--- src/rtl/reg_write_feeder_if.sv ---
// rtl/reg_write_feeder_if.sv - producer valid/ready channel into the register write feeder
//
// Purpose: one producer channel. The producer drives valid/data and the
//          feeder answers with ready in the same cycle.
// Signals:
//   valid - producer offers data this cycle
//   data  - producer word, DATA_WIDTH bits
//   ready - feeder accepts the word at the next rising edge
// Modports:
//   master - producer side (drives valid/data)
//   slave  - feeder side (drives ready)
interface reg_write_feeder_if #(
  parameter int DATA_WIDTH = 8
);
  logic                  valid;
  logic [DATA_WIDTH-1:0] data;
  logic                  ready;

  modport master (output valid, output data, input ready);
  modport slave  (input valid, input data, output ready);
endinterface

--- src/rtl/reg_write_feeder.sv ---
// rtl/reg_write_feeder.sv - round-robin arbitrated FIFO feeding a register write port
//
// Purpose: two producers compete for a DEPTH-entry FIFO through a
//          round-robin arbiter; the FIFO drains one word per cycle into the
//          register write port whenever drain_en allows it.
// Ports:
//   clk      - single clock, rising edge
//   reset    - asynchronous active-low reset
//   src0     - producer 0 channel (slave side)
//   src1     - producer 1 channel (slave side)
//   drain_en - downstream permits a register write this cycle
//   write_en - registered register write enable
//   data_out - registered register write data
//   count    - FIFO occupancy
//   full     - count == DEPTH
//   empty    - count == 0
module reg_write_feeder #(
  parameter int DATA_WIDTH = 8,
  parameter int DEPTH      = 4
) (
  input  logic                         clk,
  input  logic                         reset,
  reg_write_feeder_if.slave            src0,
  reg_write_feeder_if.slave            src1,
  input  logic                         drain_en,
  output logic                         write_en,
  output logic [DATA_WIDTH-1:0]        data_out,
  output logic [$clog2(DEPTH+1)-1:0]   count,
  output logic                         full,
  output logic                         empty
);

  localparam int AW = $clog2(DEPTH);
  localparam int CW = $clog2(DEPTH + 1);

  generate
    if (DATA_WIDTH < 8 || DATA_WIDTH > 32 || DEPTH < 2 || DEPTH > 16 ||
        (DEPTH & (DEPTH - 1)) != 0) begin : g_bad_params
      $error("reg_write_feeder: DATA_WIDTH must be 8..32 and DEPTH a power of two in 2..16");
    end
  endgenerate

  logic [DATA_WIDTH-1:0] mem [DEPTH];
  logic [AW-1:0]         wr_ptr;
  logic [AW-1:0]         rd_ptr;
  logic                  rr;        // 0: src0 wins a tie, 1: src1 wins a tie
  logic                  grant0;
  logic                  grant1;
  logic                  push;
  logic                  pop;
  logic [DATA_WIDTH-1:0] push_data;

  assign full  = (count == CW'(DEPTH));
  assign empty = (count == '0);

  // Grants are gated by reset so nothing can complete while it is held low.
  // A full FIFO refuses both sources even if a pop happens this cycle.
  always_comb begin
    grant0    = 1'b0;
    grant1    = 1'b0;
    push_data = src0.data;
    if (reset && !full) begin
      grant0 = src0.valid && (!src1.valid || !rr);
      grant1 = src1.valid && (!src0.valid ||  rr);
    end
    if (grant1) begin
      push_data = src1.data;
    end
  end

  assign src0.ready = grant0;
  assign src1.ready = grant1;
  assign push       = grant0 || grant1;
  assign pop        = drain_en && !empty;

  // Storage needs no reset: stale entries are unreachable once pointers clear.
  always_ff @(posedge clk) begin
    if (push) begin
      mem[wr_ptr] <= push_data;
    end
  end

  always_ff @(posedge clk or negedge reset) begin
    if (!reset) begin
      wr_ptr   <= '0;
      rd_ptr   <= '0;
      count    <= '0;
      rr       <= 1'b0;
      write_en <= 1'b0;
      data_out <= '0;
    end else begin
      write_en <= pop;
      if (pop) begin
        data_out <= mem[rd_ptr];
        rd_ptr   <= rd_ptr + 1'b1;   // DEPTH is a power of two, so this wraps
      end
      if (push) begin
        wr_ptr <= wr_ptr + 1'b1;
      end
      case ({push, pop})
        2'b10:   count <= count + 1'b1;
        2'b01:   count <= count - 1'b1;
        default: count <= count;
      endcase
      // Only a contested transfer moves the pointer, to the loser.
      if (push && src0.valid && src1.valid) begin
        rr <= grant0;
      end
    end
  end

endmodule

--- src/flat_wrapper.sv ---
// flat-port wrapper written by rule: the top's interface ports become plain ports
module reg_write_feeder_flat 
#(
  parameter int DATA_WIDTH = 8,
  parameter int DEPTH      = 4
)
  (clk, reset, drain_en, write_en, data_out, count, full, empty, src0_valid, src0_data, src0_ready, src1_valid, src1_data, src1_ready);
  reg_write_feeder_if #(.DATA_WIDTH(DATA_WIDTH)) src0_i ();
  reg_write_feeder_if #(.DATA_WIDTH(DATA_WIDTH)) src1_i ();
  input  logic clk;
  input  logic reset;
  input  logic drain_en;
  output logic write_en;
  output logic [DATA_WIDTH-1:0] data_out;
  output logic [$clog2(DEPTH+1)-1:0] count;
  output logic full;
  output logic empty;
  input wire logic [$bits(src0_i.valid)-1:0] src0_valid;
  input wire logic [$bits(src0_i.data)-1:0] src0_data;
  output wire logic [$bits(src0_i.ready)-1:0] src0_ready;
  input wire logic [$bits(src1_i.valid)-1:0] src1_valid;
  input wire logic [$bits(src1_i.data)-1:0] src1_data;
  output wire logic [$bits(src1_i.ready)-1:0] src1_ready;
  assign src0_i.valid = src0_valid;
  assign src0_i.data = src0_data;
  assign src0_ready = src0_i.ready;
  assign src1_i.valid = src1_valid;
  assign src1_i.data = src1_data;
  assign src1_ready = src1_i.ready;
  reg_write_feeder #(.DATA_WIDTH(DATA_WIDTH), .DEPTH(DEPTH)) u_core (.clk(clk), .reset(reset), .src0(src0_i), .src1(src1_i), .drain_en(drain_en), .write_en(write_en), .data_out(data_out), .count(count), .full(full), .empty(empty));
endmodule
--- config.mk ---
export PLATFORM = sky130hd
export DESIGN_NAME = reg_write_feeder_flat
export DESIGN_NICKNAME = d
export VERILOG_FILES = /design/src/rtl/reg_write_feeder_if.sv /design/src/rtl/reg_write_feeder.sv /design/src/flat_wrapper.sv
export SDC_FILE = /design/constraint.sdc
export NUM_CORES = 1
export LEC_CHECK = 0
export CORE_MARGIN = 3
export CORE_UTILIZATION = 58
export CTS_BUF_LIST = sky130_fd_sc_hd__clkbuf_8
export CTS_CLUSTER_SIZE = 8
export DETAILED_ROUTE_END_ITERATION = 8
export MAX_ROUTING_LAYER = met4
export PLACE_DENSITY = 0.87
export REMOVE_ABC_BUFFERS = 1
export SLEW_MARGIN = 20
export SYNTH_ARGS = -nofsm -noshare
export SYNTH_HDL_FRONTEND = slang
export SYNTH_SLANG_ARGS = --single-unit
--- constraint.sdc ---
create_clock -name clk -period 4.7 [get_ports clk]
set_input_delay 0.47 -clock clk [delete_from_list [all_inputs] [get_ports clk]]
set_output_delay 0.47 -clock clk [all_outputs]
set_load 0.1 [all_outputs]
After elaboration in Yosys (flattened, before gate mapping)
Memories as Yosys holds them, arrays and structs flattened. A register that Yosys moved wholly into a read port is not among the register bits.
Index checks and enable logic that the tools add are counted.
- RAM bits: 32
- bits of input ports: 21
- flip-flop bits (word level): 9
- word-level logic and storage cells: 36
- memories: 1
- output and inout port bits: 16
- memories (name ; words ; width ; read ports ; clocked after memory_dff ; write ports ; line ; text):
    u_core.mem ; 4 ; 8 ; 1 ; 1 ; 1 ; reg_write_feeder.sv:43 ; logic [DATA_WIDTH-1:0] mem [DEPTH];
- muxes and demuxes: 6
- eq/ne operators: 3
- $add $sub $neg: 4
- reductions and logical operators: 17
- operators with widths (operator ; count):
    $mux W8 ; 1
    $logic_and A1 B1 Y1 ; 6
    $logic_not A1 Y1 ; 6
    $pmux W3 S2 ; 1
    $add A2 B1 Y2 const B ; 2
    $mux W1 ; 4
    $add A3 B1 Y3 const B ; 1
    $eq A3 B3 Y1 const B ; 1
    $logic_not A3 Y1 ; 1
    $logic_or A1 B1 Y1 ; 3
    $sub A3 B1 Y3 const B ; 1
    $eq A2 B1 Y1 const B ; 1
    $eq A2 B2 Y1 const B ; 1
    $reduce_bool A2 Y1 ; 1

Logic depth before layout (Yosys ltp)
- depth in word-level cells: 7
- mapped depth: 10

Worst setup path before layout
No wires, ideal clock.
- path type: register to output
- start point: register u_core.count[0]
- end point: output port src0_ready
- cell stages (with the launch flop): 5
- required time: 4.230 ns
- path slack: 0.640 ns
- data arrival time: 3.590 ns
- cell sequence: dfrtp_1 -> or3b_1 -> buf_6 -> nand2_1 -> a211oi_1
- cells in the longest elaborated chain, start to end: 4
- ends and longest elaborated chain (what ; line ; text):
    start: declaration ; reg_write_feeder.sv:28 ; output logic [$clog2(DEPTH+1)-1:0] count,
    start signal: assignment ; reg_write_feeder.sv:101 ; 2'b10: count <= count + 1'b1;
    start signal: assignment ; reg_write_feeder.sv:102 ; 2'b01: count <= count - 1'b1;
    start signal: assignment ; reg_write_feeder.sv:103 ; default: count <= count;
    $eq A3 B3 Y1 ; reg_write_feeder.sv:53 ; assign full = (count == CW'(DEPTH));
    $logic_not A1 Y1 ; reg_write_feeder.sv:62 ; if (reset && !full) begin
    $logic_and A1 B1 Y1 ; reg_write_feeder.sv:62 ;
    $mux W1 ; reg_write_feeder.sv:62 ;
    end: declaration ; flat_wrapper.sv:20 ; output wire logic [$bits(src0_i.ready)-1:0] src0_ready;
Every way passes these cells.

Final worst setup path
- start point: register u_core.count[0]
- end point: output port full
- cells in the longest elaborated chain, start to end: 1
- ends and longest elaborated chain (what ; line ; text):
    $eq A3 B3 Y1 ; reg_write_feeder.sv:53 ;
    end: declaration ; flat_wrapper.sv:16 ; output logic full;
Every way passes these cells.

==> impl_summary.log <==
INFO  metric r2r_setup_slack = ~2.3 ns
INFO  metric edff_count_synth = 32
INFO  metric worst_path_buffer_plus_inverter_count = 2
INFO  metric fin_util = about three quarters
INFO  metric ctsHtreeMaxLevel = 2
INFO  metric antenna_cells = 0
INFO  metric dp_slack = around 1.7 ns
INFO  metric synth_compound_gate_area_share = under 10%
INFO  metric start_util = between 60 and 70%
INFO  metric yosysMostFrequentCell = sky130_fd_sc_hd__edfxtp_1
INFO  metric num-nets-final = about 200
INFO  metric drive_gt1_share = between 10% and 20%
INFO  metric clkLatencyLatePin = about 0.3 ns
INFO  metric synthMuxAreaShare = ~14%
INFO  metric synth_seq_cells = about 50
INFO  metric endpoint_kind = output port
INFO  metric holdCritPathClass = flop to flop
INFO  metric dr.first_iter.drc_count = 50
INFO  metric mappedNetlistArea = 0.00209 mm2
INFO  metric grt_remaining_overflow = 0
INFO  metric core-area = about 0.0034 mm2
INFO  metric detail-route-antenna-nets = 0
INFO  metric fmaxAchievable = ~340 MHz
INFO  metric critical-path-top-delay-family = buffers and inverters
INFO  metric chipHeight = 66.0 um
INFO  metric routed_wl = ~3.6 mm
INFO  metric fp.dieW = 66.0 um
INFO  metric placement_rows = 21
INFO  metric multi_input_gate_area = roughly 640 um2
INFO  metric async_flop_share = around a third
INFO  metric post_cts_resize_count = 0
INFO  metric hold_ws = between 0.4 and 0.5 ns
INFO  metric run_status = complete, no violations
INFO  metric full_die_area = about 0.0044 mm2
INFO  metric synth.cells.most_frequent = 32 x sky130_fd_sc_hd__edfxtp_1, 26 x sky130_fd_sc_hd__nand2_1, 17 x sky130_fd_sc_hd__dfrtp_1
INFO  metric cts_tree = yes
INFO  metric yosys_most_used_dff = sky130_fd_sc_hd__edfxtp_1
INFO  metric buffer_ports.inserted = 36
INFO  metric clk_pin_slew_worst_paths = around 0.08 ns
INFO  metric timing.critical_path.cells = or3b_1 > inv_1 > clkdlybuf4s50_1
INFO  metric grt_usage = about 20%
INFO  metric synthAdderAreaFrac = under 10%
INFO  metric residual_drc = 0
INFO  metric max-clock-path-buffers = 2
INFO  metric via_per_inst = 5.31
INFO  metric ranking_of_synthesized_cells_by_area = sky130_fd_sc_hd__edfxtp_1 46%, sky130_fd_sc_hd__dfrtp_1 20%, sky130_fd_sc_hd__mux4_2 8.6%
INFO  metric syn_avg_cell_area = 15.9 um2
INFO  metric netlist.top_cell.by_area = sky130_fd_sc_hd__edfxtp_1
INFO  metric grt_antenna_before_repair = 0
INFO  metric hold_viol_final = 0
INFO  metric postLayoutSetupSlackWorst = ~1.8 ns
INFO  metric layout.filler_cells = 213
INFO  metric final.setup.tns = 0 ns
INFO  metric top_level_ports = 37
INFO  metric gp_routability_congestion = 0.731
INFO  metric storage_element_area = 0.00139 mm2
INFO  metric grt_max_degree = 22
INFO  metric main_combinational_cell_family_by_area_after_synthesis = multiplexers
INFO  metric cts_num_sinks = 49
INFO  metric cap_violations = 0
INFO  metric routed_wire_length_per_instance = between 15 and 20 um
INFO  metric cts_hold_buf = 0
INFO  metric post_cts.repair.setup_buffers = 0
INFO  metric timing.clock.skew = between 0.004 and 0.005 ns
INFO  metric cts_root_buf = sky130_fd_sc_hd__clkbuf_8
INFO  metric synthDominantCellAreaShare = a little under half
INFO  metric slew_headroom = about a third
INFO  metric rsz0062_at_grt = false
INFO  metric vias = between 1,000 and 1,500
INFO  metric cts_buffers = 5
INFO  metric startpoint_type = flop
INFO  metric grt_pass1_vias = ~1,300
INFO  metric crit_path_max_incr_delay = approximately 1.1 ns
INFO  metric slew_viol_final = 0
INFO  metric synth_simple_gate_area_share = 7.01%
INFO  metric synth_xor_xnor_area_share = approximately 2.9%
INFO  metric finalCritPeriodShare = between 60% and 70%
INFO  metric setup_viol = 0
INFO  metric crit_required = approximately 4.2 ns
INFO  metric dr.pass1.iters = 4
INFO  metric fin_crit = 2.93 ns
INFO  metric grt_pass1_wl = between 5 and 6 mm
INFO  metric cp.arrival = 2.46 ns
INFO  metric synthCells = 131
INFO  metric dp_hpwl = between 2 and 3 mm
INFO  metric worstSetupPathType = flop to output port
INFO  metric critPathMaxFanout = 6
INFO  metric synth.distinct_cells = 25
INFO  metric areaGrowthSynthToFinish = 23.8%
INFO  metric share_of_synthesized_area_occupied_by_flip_flops_and_latches = about two thirds
INFO  metric timing_worst_slew_pin_value = 0.986 ns
INFO  metric ys_warn_count = 0
INFO  metric cp_slowest_cell = sky130_fd_sc_hd__clkdlybuf4s50_1
==> cell usage in the layout, fill, tap and decap left out, types with 2 or more instances in the layout <==
cell                              count
sky130_fd_sc_hd__and2_1               4
sky130_fd_sc_hd__edfxtp_1            32
sky130_fd_sc_hd__clkdlybuf4s50_1     34
sky130_fd_sc_hd__mux2_2               8
sky130_fd_sc_hd__nand2_1             26
sky130_fd_sc_hd__clkbuf_8             7
sky130_fd_sc_hd__xor2_1               2
sky130_fd_sc_hd__ha_1                 5
sky130_fd_sc_hd__buf_4                2
sky130_fd_sc_hd__xnor2_1              5
sky130_fd_sc_hd__dfrtp_1             17
sky130_fd_sc_hd__mux4_2               8
sky130_fd_sc_hd__inv_1                9
==> sequential cells by signal, summed over array words and instances (netlist names) <==
signal	cells
u_core.rd_ptr	2
u_core.data_out	8
u_core.wr_ptr	2
u_core.write_en	1
u_core.mem	32
u_core.count	3
u_core.rr	1
==> path summary, 6_finish.rpt <==
| kind | from | end | depth (start not counted) |
|---|---|---|---|
| setup / recovery | u_core.count[0] | full | 3 |
| hold / removal | u_core.data_out[7] | u_core.data_out[7] | 2 |
| hold reg to reg | u_core.data_out[7] | u_core.data_out[7] | 2 |
| min in group asynchronous | reset | u_core.wr_ptr[0] | 1 |
| setup reg to reg | u_core.count[0] | u_core.count[2] | 8 |
| max in group asynchronous | reset | u_core.data_out[6] | 1 |
==> through the flow <==
stage | instance area, um2 | instances
global route | 2590 | 218
CTS | 2590 | 218
finish | 2590 | 218
detailed placement | 2480 | 210
floorplan | 2070 | 128
global placement | 2480 | 210
==> worst reg2reg max path: stages, from the launching register on <==
cell	delay [ns]
sky130_fd_sc_hd__dfrtp_1	0.45
sky130_fd_sc_hd__o31ai_2	0.76
sky130_fd_sc_hd__inv_4	0.17
sky130_fd_sc_hd__ha_1	0.29
sky130_fd_sc_hd__inv_1	0.08
sky130_fd_sc_hd__fa_1	0.17
sky130_fd_sc_hd__xor2_1	0.16
sky130_fd_sc_hd__nor2_1	0.06
sky130_fd_sc_hd__xor2_1	0.14
==> logic make-up (layout without fill, tap and decap cells) <==
kind of cell    after synthesis  in the layout
compound gates                4              4
xor+xnor                      7              7
fa+ha+maj                     6              6
buf+inv                      13             54
flops                        49             49
mux                          18             18
simple gates                 34             34
==> area by class of cell <==
class,count,area share (%)
clock buffers,7,3.73
repair buffers,36,13.7
inverters,10,1.55
clock inverters,1,0.339
multi-input cells,69,24.8
well taps,46,2.23
flip-flops and latches,49,53.6
==> metal layers <==
layer  track usage, %  up-vias  part of all wire (%)
li1                 -      544                     -
met1             22.7      580                    40
met2             34.0       29                    53
met3             5.44        5                   5.3
met4             6.85        0                   1.6
met5                -        -                     0
Power is not shown: default switching activity piles up to over one toggle a cycle in this logic, so the estimate is an artifact.
==> RTL edit, RTL diff (same flow settings) <==
`DATA_WIDTH` is set to 8 in 3 places; all go to 10.
--- a/src/rtl/reg_write_feeder_if.sv
+++ b/src/rtl/reg_write_feeder_if.sv
@@ -10,7 +10,7 @@
 //   master - producer side (drives valid/data)
 //   slave  - feeder side (drives ready)
 interface reg_write_feeder_if #(
-  parameter int DATA_WIDTH = 8
+  parameter int DATA_WIDTH = 10
 );
   logic                  valid;
   logic [DATA_WIDTH-1:0] data;
--- a/src/rtl/reg_write_feeder.sv
+++ b/src/rtl/reg_write_feeder.sv
@@ -15,7 +15,7 @@
 //   full     - count == DEPTH
 //   empty    - count == 0
 module reg_write_feeder #(
-  parameter int DATA_WIDTH = 8,
+  parameter int DATA_WIDTH = 10,
   parameter int DEPTH      = 4
 ) (
   input  logic                         clk,
--- a/src/flat_wrapper.sv
+++ b/src/flat_wrapper.sv
@@ -1,7 +1,7 @@
 // flat-port wrapper written by rule: the top's interface ports become plain ports
 module reg_write_feeder_flat 
 #(
-  parameter int DATA_WIDTH = 8,
+  parameter int DATA_WIDTH = 10,
   parameter int DEPTH      = 4
 )
   (clk, reset, drain_en, write_en, data_out, count, full, empty, src0_valid, src0_data, src0_ready, src1_valid, src1_data, src1_ready);
Interface: changed (resized data_out, src0_data and src1_data); port bits go from 37 to 43. No check against the original RTL was run, so the function may have changed too.
==> RTL edit against the unedited design <==
- die area grew 16%
- cell area grew 20%
- worst setup slack gained 0.038 ns
- sequential cell count grew 10
- cell count grew 18%
- routed wire length grew 23%
- synthesized area grew 18%
- critical path depth is the same
- highest routed layer unchanged
Power is not shown: default switching activity piles up to over one toggle a cycle in this logic, so the estimate is an artifact.
==> RTL edit: results (changes against the unedited design) <==
Outcome -> completed (unchanged)
Post-CTS resize count -> 0 (unchanged)
Largest net degree at the start of global routing -> 24 (was 22)
Hpwl dp -> 2990 um (was 2530 um)
Cell variety after synth -> 23 (was 25)
Met2 GRT Util -> 36.5% (was 34.0%)
Share of cells above drive strength 1 -> 19.8% (was 18.0%)
DRT Pass-1 Iters -> 4 (unchanged)
Global-route wire length before repair -> 7330 um (was 5970 um)
HP Class -> in -> async (was reg -> reg)
Port-buffer cells -> 42 (was 36)
CP max FO -> 6 (unchanged)
Vias/cell -> 5.34 (was 5.31)
Register area share after synthesis -> 68.3% (was 66.4%)
Slew HR -> 34.2% (was 34.1%)
GR Util met1 -> 21.6% (was 22.7%)
Routability cong. -> 0.734 (was 0.731)
GRT Total Usage -> 21.0% (was 19.9%)
Post-DR wirelength/cell -> 17.1 um (was 16.4 um)
Regs by FF count -> u_core.mem (40), u_core.data_out (10), u_core.count (3) (was u_core.mem (32), u_core.data_out (8), u_core.count (3))
Iter 0 DRT Violations -> 61 (was 50)
Synth area leaders -> edfxtp_1 49%, dfrtp_1 19%, mux4_2 9.2%, mux2_2 5.0%, nand2_1 4.9% (was edfxtp_1 46%, dfrtp_1 20%, mux4_2 8.6%, nand2_1 4.7%, mux2_2 4.3%)
Vias in the first global route -> 1533 (was 1250)
Clk_lat worst skew -> 0.33 ns (was 0.30 ns)
Worst EP arrival -> 2.42 ns (was 2.46 ns)
Met3 demand-to-capacity share in global routing -> 6.53% (was 5.44%)
Fillers -> 230 (was 213)
H-tree levels -> 3 (was 2)
Nets -> 233 (was 198)
Worst Clk Skew -> 0.00974 ns (was 0.00434 ns)
CTS buffer count -> 9 (was 5)
EDFF count, synth -> 40 (was 32)
Final hold vios -> 0 (unchanged)
Commonest cells post-synth -> 40 x edfxtp_1, 32 x nand2_1, 19 x dfrtp_1 (was 32 x edfxtp_1, 26 x nand2_1, 17 x dfrtp_1)
Async set-reset flop share out of synthesis -> 32.2% (was 34.7%)
[RTL edit: routing by layer]
metal	part of all wire [%]	vias to the layer above	wire length, um
li1	-	648	-
met1	37	678	1620
met2	57	39	2500
met3	4.5	8	200
met4	2.0	0	89
met5	0	-	0
[RTL edit: layout make-up]
cell class | count | area [um^2] | share of cell area, %
Clock inverter | 5 | 46.3 | 1.49
Timing Repair Buffer | 43 | 418 | 13.5
Clock buffer | 11 | 151 | 4.87
Sequential cell | 59 | 1680 | 54.0
Multi-Input combinational cell | 79 | 714 | 23.0
Inverter | 10 | 37.5 | 1.21
Tap cell | 50 | 62.6 | 2.01
[RTL edit: path summary, 6_finish.rpt]
kind                            cells past startpoint                            from  slack, ns                              to
worst max register to register                      9     u_core.count[0]$_DFFE_PN0P_       2.45     u_core.count[2]$_DFFE_PN0P_
worst min register to register                      2  u_core.data_out[9]$_DFFE_PN0P_       0.48  u_core.data_out[9]$_DFFE_PN0P_
min in group clk                                    2  u_core.data_out[9]$_DFFE_PN0P_       0.48  u_core.data_out[9]$_DFFE_PN0P_
worst max-delay path                                3     u_core.count[0]$_DFFE_PN0P_       1.81                            full
max in group asynchronous                           1                           reset       4.23    u_core.rd_ptr[1]$_DFFE_PN0P_
worst min-delay path                                1                           reset       0.11           u_core.rr$_DFFE_PN0P_
[RTL edit: cell families after synthesis]
family                   share of synthesized area, %
XOR/XNOR                                         2.50
AND/OR/NAND/NOR                                  6.98
flip-flops                                       68.3
buffers and inverters                            2.65
multiplexers                                     14.6
adder cells (fa/ha/maj)                          3.36
AO/OA/AOI/OAI                                    1.63
[RTL edit: per-stage QoR]
step	area, um^2	setup slack (ns)	utilization (%)	cells
CTS	3110	1.38	77.2	257
detailed placement	2910	1.35	72.3	241
global route	3110	1.75	77.1	257
finish	3110	1.81	77.1	257
global placement	2910	1.59	72.3	241
floorplan	2430	0.679	-	148
[RTL edit: critical path, stage by stage, from the launching register on]
cell	delay (ns)
dfrtp_1	0.45
or3b_4	0.45
inv_1	0.06
clkdlybuf4s50_1	1.13
